## config.mk

```make
export PLATFORM = sky130hd
export DESIGN_NAME = demux_1x4_32b_flat
export DESIGN_NICKNAME = d
export VERILOG_FILES = /design/src/rtl/demux_1x4_32b_pkg.sv /design/src/rtl/demux_1x4_32b_if.sv /design/src/rtl/demux_1x4_32b_slot.sv /design/src/rtl/demux_1x4_32b.sv /design/src/flat_wrapper.sv
export SDC_FILE = /design/constraint.sdc
export NUM_CORES = 1
export LEC_CHECK = 0
export CORE_ASPECT_RATIO = 0.9
export CORE_MARGIN = 3
export CORE_UTILIZATION = 62
export DETAILED_ROUTE_END_ITERATION = 7
export DONT_BUFFER_PORTS = 1
export HOLD_SLACK_MARGIN = 0.1
export PLACE_DENSITY = 0.83
export REMOVE_ABC_BUFFERS = 1
export SKIP_LAST_GASP = 1
export SYNTH_ARGS = -nofsm -noshare
export SYNTH_HDL_FRONTEND = slang
export SYNTH_SLANG_ARGS = --single-unit
```

## constraint.sdc

```tcl
create_clock -name clk -period 2.51 [get_ports clk]
set_clock_uncertainty 0.1 [all_clocks]
set_input_delay 0.502 -clock clk [delete_from_list [all_inputs] [get_ports clk]]
set_output_delay 0.502 -clock clk [all_outputs]
set_load 0.02 [all_outputs]
```

## src/rtl/demux_1x4_32b_pkg.sv

```systemverilog
// Shared definitions for the 1-to-4 32-bit demultiplexer: width, channel codes
// and the 4:1 select helper reused for the in_ready term.
package demux_1x4_32b_pkg;

  localparam int DATA_W = 32;
  localparam int NUM_CH = 4;

  typedef enum logic [1:0] {
    CH_A = 2'b00,
    CH_B = 2'b01,
    CH_C = 2'b10,
    CH_D = 2'b11
  } ch_e;

  function automatic logic mux_4x1(input logic [1:0] sel, input logic [3:0] d);
    logic y;
    case (sel)
      2'b00:   y = d[0];
      2'b01:   y = d[1];
      2'b10:   y = d[2];
      2'b11:   y = d[3];
      default: y = 1'b0;
    endcase
    return y;
  endfunction

endpackage

```

## src/rtl/demux_1x4_32b_if.sv

```systemverilog
// Producer-side and consumer-side handshake bundle of the 1-to-4 demultiplexer.
// The master modport is the environment (producer plus four consumers).
interface demux_1x4_32b_if;
  import demux_1x4_32b_pkg::*;

  logic [1:0]        s;
  logic [DATA_W-1:0] X;
  logic              in_valid;
  logic              in_ready;
  logic [DATA_W-1:0] A, B, C, D;
  logic              vA, vB, vC, vD;
  logic              rA, rB, rC, rD;

  modport master (
    output s, X, in_valid, rA, rB, rC, rD,
    input  in_ready, A, B, C, D, vA, vB, vC, vD
  );

  modport slave (
    input  s, X, in_valid, rA, rB, rC, rD,
    output in_ready, A, B, C, D, vA, vB, vC, vD
  );
endinterface

```

## src/rtl/demux_1x4_32b_slot.sv

```systemverilog
// One single-entry output channel: full flag plus data register.
// A load wins over a same-cycle drain, giving pass-through replacement.
module demux_slot_32b
  import demux_1x4_32b_pkg::*;
(
  input  logic              clk,
  input  logic              rst,
  input  logic              i_ld,
  input  logic              i_rdy,
  input  logic [DATA_W-1:0] i_data,
  output logic              o_full,
  output logic [DATA_W-1:0] o_data
);

  logic              r_full;
  logic [DATA_W-1:0] r_data;

  // Data is kept after a drain; consumers qualify it with o_full.
  always_ff @(posedge clk) begin
    if (rst) begin
      r_full <= 1'b0;
      r_data <= 32'h0000_0000;
    end else if (i_ld) begin
      r_full <= 1'b1;
      r_data <= i_data;
    end else if (r_full && i_rdy) begin
      r_full <= 1'b0;
      r_data <= r_data;
    end else begin
      r_full <= r_full;
      r_data <= r_data;
    end
  end

  assign o_full = r_full;
  assign o_data = r_data;

endmodule

```

## src/rtl/demux_1x4_32b.sv

```systemverilog
// Registered 1-to-4 demultiplexer: steers one 32-bit word per cycle into one of
// four buffered channels; only the selected channel gates in_ready.
module demux_1x4_32b
  import demux_1x4_32b_pkg::*;
(
  input  logic           clk,
  input  logic           rst,
  demux_1x4_32b_if.slave bus
);

  logic [NUM_CH-1:0] w_full;
  logic [NUM_CH-1:0] w_rdy;
  logic [NUM_CH-1:0] w_ld;
  logic [DATA_W-1:0] w_data [NUM_CH];
  logic              w_in_ready;

  assign w_rdy      = {bus.rD, bus.rC, bus.rB, bus.rA};
  assign w_in_ready = mux_4x1(bus.s, ~w_full | w_rdy);

  // Decode the destination into a one-hot load strobe for an accepted word.
  always_comb begin
    w_ld = 4'b0000;
    if (bus.in_valid && w_in_ready) begin
      case (ch_e'(bus.s))
        CH_A:    w_ld = 4'b0001;
        CH_B:    w_ld = 4'b0010;
        CH_C:    w_ld = 4'b0100;
        CH_D:    w_ld = 4'b1000;
        default: w_ld = 4'b0000;
      endcase
    end else begin
      w_ld = 4'b0000;
    end
  end

  for (genvar k = 0; k < NUM_CH; k++) begin : g_slot
    demux_slot_32b u_slot (
      .clk    (clk),
      .rst    (rst),
      .i_ld   (w_ld[k]),
      .i_rdy  (w_rdy[k]),
      .i_data (bus.X),
      .o_full (w_full[k]),
      .o_data (w_data[k])
    );
  end

  assign bus.in_ready = w_in_ready;
  assign bus.A  = w_data[0];
  assign bus.B  = w_data[1];
  assign bus.C  = w_data[2];
  assign bus.D  = w_data[3];
  assign bus.vA = w_full[0];
  assign bus.vB = w_full[1];
  assign bus.vC = w_full[2];
  assign bus.vD = w_full[3];

endmodule

```

## src/flat_wrapper.sv

```systemverilog
// flat-port wrapper written by rule: the top's interface ports become plain ports
module demux_1x4_32b_flat import demux_1x4_32b_pkg::*;
  (clk, rst, bus_s, bus_X, bus_in_valid, bus_rA, bus_rB, bus_rC, bus_rD, bus_in_ready, bus_A, bus_B, bus_C, bus_D, bus_vA, bus_vB, bus_vC, bus_vD);
  demux_1x4_32b_if bus_i ();
  input  logic clk;
  input  logic rst;
  input wire logic [$bits(bus_i.s)-1:0] bus_s;
  input wire logic [$bits(bus_i.X)-1:0] bus_X;
  input wire logic [$bits(bus_i.in_valid)-1:0] bus_in_valid;
  input wire logic [$bits(bus_i.rA)-1:0] bus_rA;
  input wire logic [$bits(bus_i.rB)-1:0] bus_rB;
  input wire logic [$bits(bus_i.rC)-1:0] bus_rC;
  input wire logic [$bits(bus_i.rD)-1:0] bus_rD;
  output wire logic [$bits(bus_i.in_ready)-1:0] bus_in_ready;
  output wire logic [$bits(bus_i.A)-1:0] bus_A;
  output wire logic [$bits(bus_i.B)-1:0] bus_B;
  output wire logic [$bits(bus_i.C)-1:0] bus_C;
  output wire logic [$bits(bus_i.D)-1:0] bus_D;
  output wire logic [$bits(bus_i.vA)-1:0] bus_vA;
  output wire logic [$bits(bus_i.vB)-1:0] bus_vB;
  output wire logic [$bits(bus_i.vC)-1:0] bus_vC;
  output wire logic [$bits(bus_i.vD)-1:0] bus_vD;
  assign bus_i.s = bus_s;
  assign bus_i.X = bus_X;
  assign bus_i.in_valid = bus_in_valid;
  assign bus_i.rA = bus_rA;
  assign bus_i.rB = bus_rB;
  assign bus_i.rC = bus_rC;
  assign bus_i.rD = bus_rD;
  assign bus_in_ready = bus_i.in_ready;
  assign bus_A = bus_i.A;
  assign bus_B = bus_i.B;
  assign bus_C = bus_i.C;
  assign bus_D = bus_i.D;
  assign bus_vA = bus_i.vA;
  assign bus_vB = bus_i.vB;
  assign bus_vC = bus_i.vC;
  assign bus_vD = bus_i.vD;
  demux_1x4_32b u_core (.clk(clk), .rst(rst), .bus(bus_i));
endmodule
```

== After elaboration in Yosys (flattened, before gate mapping) ==
Cells that the tools add are included.
Word-level totals
  logic and storage cells: 34
  input port bits: 41
  output and inout bits: 133
  register bits after elaboration: 132
Cells by class
  muxes and demuxes: 11
  reductions and logical operators: 10
  eq/ne operators: 3
  bitwise gates (word level): 2
Operators by type and width (count)
  4-bit case mux with 4 select lines: 1
  1-bit 2-to-1 mux: 8
  2-bit nonzero test: 4
  1-bit logical AND: 5
  2-bit equality test (second input constant): 2
  4-bit 2-to-1 mux: 1
  4-bit inverter: 1
  4-bit OR: 1
  1-bit case mux with 4 select lines: 1
  2-bit by 1-bit equality test with 1-bit output (second input constant): 1
  2-bit logical NOT: 1

== Longest topological paths before layout ==
Gate-level depths: netlist (run 1).
  depth after elaboration: 6
  gate-level depth with buffers: 5

== Cells and area by module ==
Synthesis (run 1) repeated with hierarchy kept, for this count alone.
Second synthesis, totals
  cell total of the unflattened synthesis: 441
  area total of the unflattened synthesis: 4921.0 sq um
By module, submodules not included
  demux_slot_32b: area an instance 1204.9 sq um, instances 4, cells each 108, seq. area each 660.6 sq um
  demux_1x4_32b: area an instance 101.3 sq um, instances 1, cells each 9, seq. area each 0.0 sq um

== Worst setup path before layout (run 1) ==
Ideal clock, no wire load.
  path type: input -> output
  start point: input bus_rA
  end point: output bus_in_ready
  arrival time: 1253 ps
  slack: 655 ps
  stages: 2
  path buffers: 0
  data required time: 1908 ps
  cells stage by stage: nand2b_1 -> mux4_1
Between the ends
  cells in the longest elaborated chain, start to end: 2
RTL lines
  start: declaration: line flat_wrapper.sv:10  | input wire logic [$bits(bus_i.rA)-1:0] bus_rA;
  4-bit OR: line demux_1x4_32b.sv:18  | assign w_in_ready = mux_4x1(bus.s, ~w_full | w_rdy);
  1-bit case mux with 4 select lines: line demux_1x4_32b_pkg.sv:17  | case (sel)
  end: declaration: line flat_wrapper.sv:14  | output wire logic [$bits(bus_i.in_ready)-1:0] bus_in_ready;
No other way between the ends.

== Worst setup path after layout (run 1) ==
  start point: register u_core.g_slot[2].u_slot.r_full
  end point: output bus_in_ready
Between the ends
  cells in the longest elaborated chain, start to end: 3
RTL lines
  start: declaration: line demux_1x4_32b_slot.sv:15  | logic r_full;
  start signal: assignment: line demux_1x4_32b_slot.sv:30  | r_full <= r_full;
  4-bit inverter: line demux_1x4_32b.sv:18
  4-bit OR: line demux_1x4_32b.sv:18
  1-bit case mux with 4 select lines: line demux_1x4_32b_pkg.sv:17
No other way between the ends.

==> results of run 1 <==
-- kinds of logic (layout without fill, tap and decap cells) --
logic type | count (synthesis) | in the layout
mux | 129 | 129
buf+inv | 33 | 41
simple gates | 174 | 174
flops | 132 | 132
compound gates | 4 | 4
-- metrics by stage --
step / setup TNS, ns / worst slack [ns]
2_1_floorplan: -9.00 / -0.317
3_3_place_gp: 0 / 0.615
3_5_place_dp: 0 / 0.608
4_1_cts: 0 / 0.140
5_1_grt: 0 / 0.0697
6_report: 0 / 0.148
-- cell usage after synthesis --
cell type	number
a21oi_1	4
buf_12	1
buf_2	8
buf_4	4
buf_6	2
clkbuf_1	18
dfxtp_1	132
mux2i_1	128
mux4_1	1
nand2_1	1
nand2_2	1
nand2b_1	165
nand3_1	1
nand4b_1	1
nor2b_1	2
nor3_1	1
nor3b_1	1
or3_1	1
-- state kept, by name, summed over array words and instances (netlist names) --
register                     cells
u_core.g_slot.u_slot.o_full      4
u_core.g_slot.u_slot.o_data    128
-- layer usage --
metal  up-vias  part of all wire, %  global-route usage (%)
li1       1559                    -                       -
met1      1631                   39                    27.5
met2       118                   52                    41.2
met3        10                  8.1                    9.25
met4         0                  1.1                    9.17
met5         -                    0                       0
-- final timing paths --
path                            slack [ns]                               start                                  to  cells past startpoint
worst min-delay path                  0.12                                 rst  u_core.g_slot[3].u_slot.o_data[19]                      2
worst max-delay path                  0.15      u_core.g_slot[2].u_slot.o_full                        bus_in_ready                      2
worst max register to register        0.56      u_core.g_slot[2].u_slot.o_full   u_core.g_slot[2].u_slot.o_data[7]                      3
worst min register to register        0.48  u_core.g_slot[3].u_slot.o_data[24]  u_core.g_slot[3].u_slot.o_data[24]                      2
-- cell type report --
type	instances	share of cell area, %
sequential	132	45.0
multi-input combinational	307	41.3
clock buffer	20	7.42
tap	99	2.11
clock inverter	12	2.09
timing repair buffer	9	2.05
-- power by group through the flow --
stage	clock (mW)	combinational (mW)	sequential [mW]
after global placement	0	0.217	2.36
final	2.30	0.260	2.32
after global routing	2.43	0.281	2.33
after CTS	2.33	0.259	2.32
after detailed placement	0	0.229	2.36
after floorplan	0	0.191	2.34
-- repair_timing --
item / 4_1_cts / 5_1_grt
hold endpoints to repair: 110 / 2
gates resized for setup: 0 / 0
hold buffers: 3 / 1
==> impl_metrics.csv, run 1 <==
group,metric,value,unit
routing,viasPerCell,5.73,
timing,period_share,94.1,%
routing,drt_iter0_markers,118,
setup_path,critical_path.endpoint_type,"output port",
pwr,vdd_drop_max,517,uV
timing,fmax,423,MHz
yosys,yosysSeqAreaShare,50.5,%
place,place.gp.congestion,0.742,
yosys,syn_area_per_cell,11.1,sq um
routing,num_vias,3318,
yosys,ys_warn_count,0,
global_routing,grt_overflow_total,0,
yosys,synth_compound_gate_area_share,0.382,%
setup_path,required,1.91,ns
place,dp_hpwl,7260,um
clock_tree,cts_tree,"done",
global_routing,grt_first_pass_wirelength,18000,um
cells_and_area,final_cell_mix,"nand2b_1 (165), dfxtp_1 (132), mux2i_1 (128)",
hold_path,hold_class,"input pin to flop",
floorplan,fp.dieH,93.2,um
routing,drt-total-wl,11800,um
timing,drv_slew,0,
global_routing,antenna_found_initial,0,
setup_path,crit_slowest_cell,"mux4_1",
place,dp.cells,543,
outcome,outcome,"finished, final reports clean",
pwr,power_frac_clock,47.2,%
yosys,yosysUniqueCellTypes,18,
yosys,yosys_register_bits,132,
yosys,synth_mux_area_share,25.0,%
pwr,fin_total_pwr,4.88,mW
pwr,power_density,831,mW/mm^2
setup_path,startpoint_type,"flop",
cells_and_area,multi_input_area,0.00242,sq mm
clock_tree,clock_sinks,132,
floorplan,start_util,64.3,%
setup_path,crit_arrival,1.76,ns
flow_run,max_cap_viol_count,0,
yosys,syn-cell-area,0.00524,sq mm
timing,relSlewSlack,40.3,%
cells_and_area,layout.cells.non_filler,579,
yosys,synth_adder_area_share,0,%
cells_and_area,nNetsFinal,508,
pwr,p_seq_share,47.5,%
pwr,pwr-share-comb,5.3,%
clock_tree,path_clk_slew,0.06,ns
floorplan,dieArea,0.00959,sq mm
yosys,synth_xor_area_share,0,%
routing,drc_errors,0,
timing,tightest_slew,0.896,ns
cells_and_area,layout_commonest_cell,"nand2b_1",
routing,post_drt_wl_per_cell,20.4,um
clock_tree,insertion_delay,0.49,ns
cells_and_area,seq_area,0.00264,sq mm
yosys,syn_inst,472,
cells_and_area,utilization,72.1,%
pwr,p_leak,2.64,nW
setup_path,critPathMaxFanout,3,
place,portBuffers,0,
routing,drt_pass1_iterations,4,
floorplan,pin_count,174,
global_routing,grt_pass1_vias,3453,
floorplan,dieWidth,103,um
timing,setup_viol_count_final,0,
cells_and_area,insertedDiodeCount,0,
clock_tree,ctsHtreeMaxLevel,4,
cells_and_area,drive_gt1_share,8.33,%
yosys,synth_area_leaders,"dfxtp_1 (50%), mux2i_1 (24%), nand2b_1 (20%)",
pwr,intPower,3.66,mW
clock_tree,post-cts-setup-buffers,0,
setup_path,cp_cell_sequence,"nand2b_1 -> mux4_1",
floorplan,fp.coreArea,0.00815,sq mm
yosys,synth_top_area_share,50.5,%
setup_path,path_delay_family,"multiplexers",
cells_and_area,fill_cells,592,
yosys,synth.largest_area_cell,"dfxtp_1",
cells_and_area,area_growth,12.1,%
pwr,swShare,25.0,%
setup_path,cp_num_buf_inv,0,
pwr,p_switching,1.22,mW
place,postPlaceCellArea,0.00525,sq mm
global_routing,grt_use_total,24.3,%
timing,hold_slack,0.120,ns
clock_tree,clockBufferDepth,2,
timing,grt_setup_unrepaired,"no",
clock_tree,cts-root-buf,"clkbuf_8",
global_routing,grt_max_degree,111,
yosys,yosys.area_share.simple,20.8,%
setup_path,cp_slowest_stage_delay,0.64,ns
timing,min_period,2.36,ns
clock_tree,numCtsBuffers,17,
yosys,synth_top_family_by_area,"multiplexers",
routing,drtAntennaViolNets,0,
floorplan,row_count,31,
setup_path,crit_type,"flop to output port",
timing,hold_viol_final,0,
cells_and_area,fin_area,0.00587,sq mm
(Power assumes the default switching activity.)
==> inputs of run 2 (changes only) <==
Settings changed: RECOVER_POWER set to 50, SKIP_CTS_REPAIR_TIMING set to 1.
==> impl_metrics.csv, run 2 (synthesized netlist as in run 1, its figures left out) <==
group,metric,value,unit
setup_path,worstReg2RegEnd,"u_core.g_slot[3].u_slot.o_data[19]",
setup_path,crit_type,"flop to output port",
timing,min_period,2.35,ns
floorplan,start_util,64.3,%
global_routing,grt_overflow_total,0,
global_routing,grt_pass1_vias,3342,
clock_tree,cts-root-buf,"clkbuf_8",
floorplan,row_count,31,
global_routing,use_met2,38.9,%
floorplan,fp.coreArea,0.00815,sq mm
setup_path,cp_cell_sequence,"nand2b_1 -> mux4_1",
flow_run,max_cap_viol_count,1,
clock_tree,clock_sinks,132,
timing,finalWorstSetupSlack,0.160,ns
setup_path,startpoint_type,"flop",
setup_path,critical_path_cell_count,2,
routing,post_drt_wl_per_cell,20.0,um
setup_path,crit_path_start,"u_core.g_slot[2].u_slot.o_full",
hold_path,hold_class,"input pin to flop",
global_routing,grt_use_total,23.1,%
global_routing,grt_use_met1,26.1,%
setup_path,cp_slowest_stage_delay,0.64,ns
global_routing,busiest_layer,"met2",
floorplan,fp.dieH,93.2,um
floorplan,dieWidth,103,um
place,place_ws,0.608,ns
floorplan,dieArea,0.00959,sq mm
outcome,outcome,"finished with violations",
global_routing,antenna_found_initial,0,
pwr,p_leak,2.62,nW
cells_and_area,fin_area,0.00583,sq mm
setup_path,critical_path.endpoint_type,"output port",
timing,fmax,426,MHz
timing,grt_setup_unrepaired,"no",
cells_and_area,layout.cells.non_filler,580,
pwr,power_density,833,mW/mm^2
place,postPlaceCellArea,0.00525,sq mm
outcome,violations,"max-capacitance violations, max-slew violations",
timing,tightest_slew,1.50,ns
global_routing,grt_max_degree,165,
cells_and_area,utilization,71.6,%
routing,drc_errors,0,
setup_path,r2r_cells,4,
clock_tree,insertion_delay,0.50,ns
cells_and_area,largest_reg_flops,128,
timing,hold_viol_final,0,
setup_path,r2r_start,"u_core.g_slot[3].u_slot.o_full",
pwr,fin_total_pwr,4.86,mW
timing,final.setup.tns,0,ns
clock_tree,ctsHtreeMaxLevel,4,
clock_tree,numCtsBuffers,17,
timing,drv_slew,18,
global_routing,met3_usage,9.02,%
place,portBuffers,0,
cells_and_area,layout_commonest_cell,"nand2b_1",
floorplan,pin_count,174,
timing,setup_viol_count_final,0,
cells_and_area,nNetsFinal,509,
place,place.gp.congestion,0.742,
setup_path,critPathMaxFanout,3,
pwr,vdd_drop_max,521,uV
routing,drtAntennaViolNets,0,
cells_and_area,drive_gt1_share,7.28,%
place,dp_hpwl,7260,um
clock_tree,clockBufferDepth,2,
routing,drt_iter0_markers,93,
routing,viasPerCell,5.64,
timing,relSlewSlack,-0.0738,%
setup_path,crit_arrival,1.75,ns
place,dp.cells,543,
routing,num_vias,3271,
setup_path,r2r_slack,0.24,ns
global_routing,grt_first_pass_wirelength,17200,um
setup_path,cp_num_buf_inv,0,
timing,hold_slack,0.116,ns
setup_path,path_delay_family,"multiplexers",
timing,period_share,93.6,%
setup_path,crit_slowest_cell,"mux4_1",
setup_path,required,1.91,ns
cells_and_area,insertedDiodeCount,0,
routing,drt-total-wl,11600,um
cells_and_area,area_growth,11.3,%
clock_tree,path_clk_slew,0.06,ns
setup_path,critPathCapture,"bus_in_ready",
cells_and_area,final_cell_mix,"nand2b_1 (165), dfxtp_1 (132), mux2i_1 (128)",
clock_tree,cts_tree,"done",
routing,drt_pass1_iterations,4,
==> run 2: report_power, final <==
group,leakage (nW),switching [mW],internal (mW)
Combinational,1.28,0.116,0.126
Clock,0.263,0.940,1.36
Sequential,1.07,0.147,2.17
==> run 2: how the worst min path moves through the flow <==
stage | from | end | slack [ns] | depth (start not counted)
after global routing | rst | u_core.g_slot[2].u_slot.o_data[27] | 0.10 | 2
final | rst | u_core.g_slot[0].u_slot.o_data[14] | 0.12 | 2
after floorplan | u_core.g_slot[2].u_slot.o_data[14] | u_core.g_slot[2].u_slot.o_data[14] | 0.45 | 2
after detailed placement | u_core.g_slot[2].u_slot.o_data[20] | u_core.g_slot[2].u_slot.o_data[20] | 0.47 | 2
after global placement | u_core.g_slot[2].u_slot.o_data[28] | u_core.g_slot[2].u_slot.o_data[28] | 0.46 | 2
after CTS | rst | u_core.g_slot[1].u_slot.o_full | -0.05 | 1
==> run 2: layer usage <==
metal	vias up	wire, um
li1	1557	-
met1	1584	4610
met2	116	5930
met3	14	895
met4	0	150
met5	-	0
==> run 2: cell type report <==
type / instances / area [sq um]
sequential: 132 / 2640
tap: 99 / 124
clock inverter: 12 / 123
timing repair buffer: 10 / 87.6
multi-input combinational: 307 / 2420
clock buffer: 20 / 435
fill: 598 / 2310
==> inputs of run 3 (changes only) <==
Settings changed: HOLD_SLACK_MARGIN 0.1 to 0.03.
Clock period 2.51 ns to 2.7 ns, I/O delays scaled along.
==> impl_metrics.csv, run 3 (synthesized netlist as in run 1, its figures left out) <==
group,metric,value,unit
outcome,outcome,"finished, final reports clean",
setup_path,cp_num_buf_inv,0,
setup_path,startpoint_type,"flop",
cells_and_area,seq_area,0.00264,sq mm
clock_tree,cts-root-buf,"clkbuf_8",
timing,min_period,2.37,ns
setup_path,required,2.06,ns
timing,relSlewSlack,4.05,%
clock_tree,clock_sinks,132,
floorplan,dieArea,0.00959,sq mm
routing,drt_pass1_iterations,4,
global_routing,antenna_found_initial,0,
routing,drtAntennaViolNets,0,
routing,viasPerCell,5.55,
setup_path,crit_slowest_cell,"mux4_1",
timing,grt_setup_unrepaired,"no",
place,place.gp.congestion,0.722,
floorplan,row_count,31,
setup_path,crit_path_start,"u_core.g_slot[2].u_slot.o_full",
clock_tree,ctsHtreeMaxLevel,4,
cells_and_area,layout_commonest_cell,"nand2b_1",
setup_path,r2r_start,"u_core.g_slot[2].u_slot.o_full",
global_routing,grt_use_total,21.8,%
clock_tree,insertion_delay,0.49,ns
floorplan,start_util,64.3,%
setup_path,crit_arrival,1.73,ns
clock_tree,numCtsBuffers,17,
setup_path,cp_slowest_stage_delay,0.64,ns
cells_and_area,nNetsFinal,505,
clock_tree,clockBufferDepth,2,
setup_path,critPathMaxFanout,3,
timing,drv_slew,0,
global_routing,grt_first_pass_wirelength,16200,um
flow_run,max_cap_viol_count,0,
timing,tightest_slew,1.44,ns
timing,hold_viol_final,0,
floorplan,fp.dieH,93.2,um
clock_tree,path_clk_slew,0.06,ns
routing,drt-total-wl,10800,um
pwr,vdd_drop_max,457,uV
setup_path,path_delay_family,"multiplexers",
cells_and_area,utilization,72.4,%
setup_path,critical_path.endpoint_type,"output port",
setup_path,cp_cell_sequence,"nand2b_1 -> mux4_1",
pwr,fin_total_pwr,4.90,mW
cells_and_area,drive_gt1_share,7.14,%
hold_path,min_from,"rst",
pwr,p_leak,2.65,nW
global_routing,grt_pass1_vias,3274,
timing,period_share,87.9,%
cells_and_area,area_growth,12.5,%
timing,fmax,421,MHz
timing,setup_viol_count_final,0,
hold_path,hold_class,"input pin to flop",
cells_and_area,largest_reg_flops,128,
timing,finalWorstSetupSlack,0.326,ns
routing,drc_errors,0,
global_routing,grt_max_degree,165,
routing,num_vias,3194,
place,place_ws,0.704,ns
routing,post_drt_wl_per_cell,18.8,um
timing,hold_slack,0.140,ns
cells_and_area,fin_area,0.00589,sq mm
place,postPlaceCellArea,0.00524,sq mm
cells_and_area,multi_input_area,0.00242,sq mm
routing,drt_iter0_markers,82,
clock_tree,cts_tree,"done",
setup_path,crit_type,"flop to output port",
floorplan,pin_count,174,
floorplan,fp.coreArea,0.00815,sq mm
setup_path,r2r_slack,0.45,ns
cells_and_area,fill_cells,560,
floorplan,dieWidth,103,um
global_routing,grt_overflow_total,0,
cells_and_area,final_cell_mix,"nand2b_1 (165), dfxtp_1 (132), mux2i_1 (128)",
pwr,power_density,831,mW/mm^2
cells_and_area,insertedDiodeCount,0,
place,dp_hpwl,7100,um
place,portBuffers,0,
[run 3: worst paths after layout]
check	endpoint	depth (start not counted)
setup / recovery	bus_in_ready	2
hold / removal	u_core.g_slot[3].u_slot.o_data[27]	2
setup reg to reg	u_core.g_slot[2].u_slot.o_data[29]	4
hold reg to reg	u_core.g_slot[2].u_slot.o_data[19]	2
[run 3: where the power goes]
group	total (mW)	switching [mW]	internal [mW]
clock network	2.53	0.823	1.71
logic	0.211	0.0986	0.113
registers	2.15	0.136	2.02
total	4.90	1.06	3.84
[run 3: final cells by class]
| cell class | instances | share of cell area [%] |
|---|---|---|
| Clock buffer | 19 | 7.32 |
| Clock inverter | 12 | 3.86 |
| Multi-Input combinational cell | 307 | 41.1 |
| Sequential cell | 132 | 44.8 |
| Tap cell | 99 | 2.10 |
| Timing Repair Buffer | 6 | 0.828 |
[run 3: per-layer routing]
layer	track usage (%)	routed length [um]	part of all wire, %	vias up
li1	-	-	-	1548
met1	23.2	4320	40	1537
met2	37.8	5520	51	103
met3	9.17	875	8.1	6
met4	8.41	94	0.87	0
met5	0	0	0	-
[run 3: through the flow]
step	cells	setup TNS (ns)
after floorplan	439	-2.97
after global placement	543	0
after detailed placement	543	0
after CTS	574	0
after global routing	575	0
final	575	0
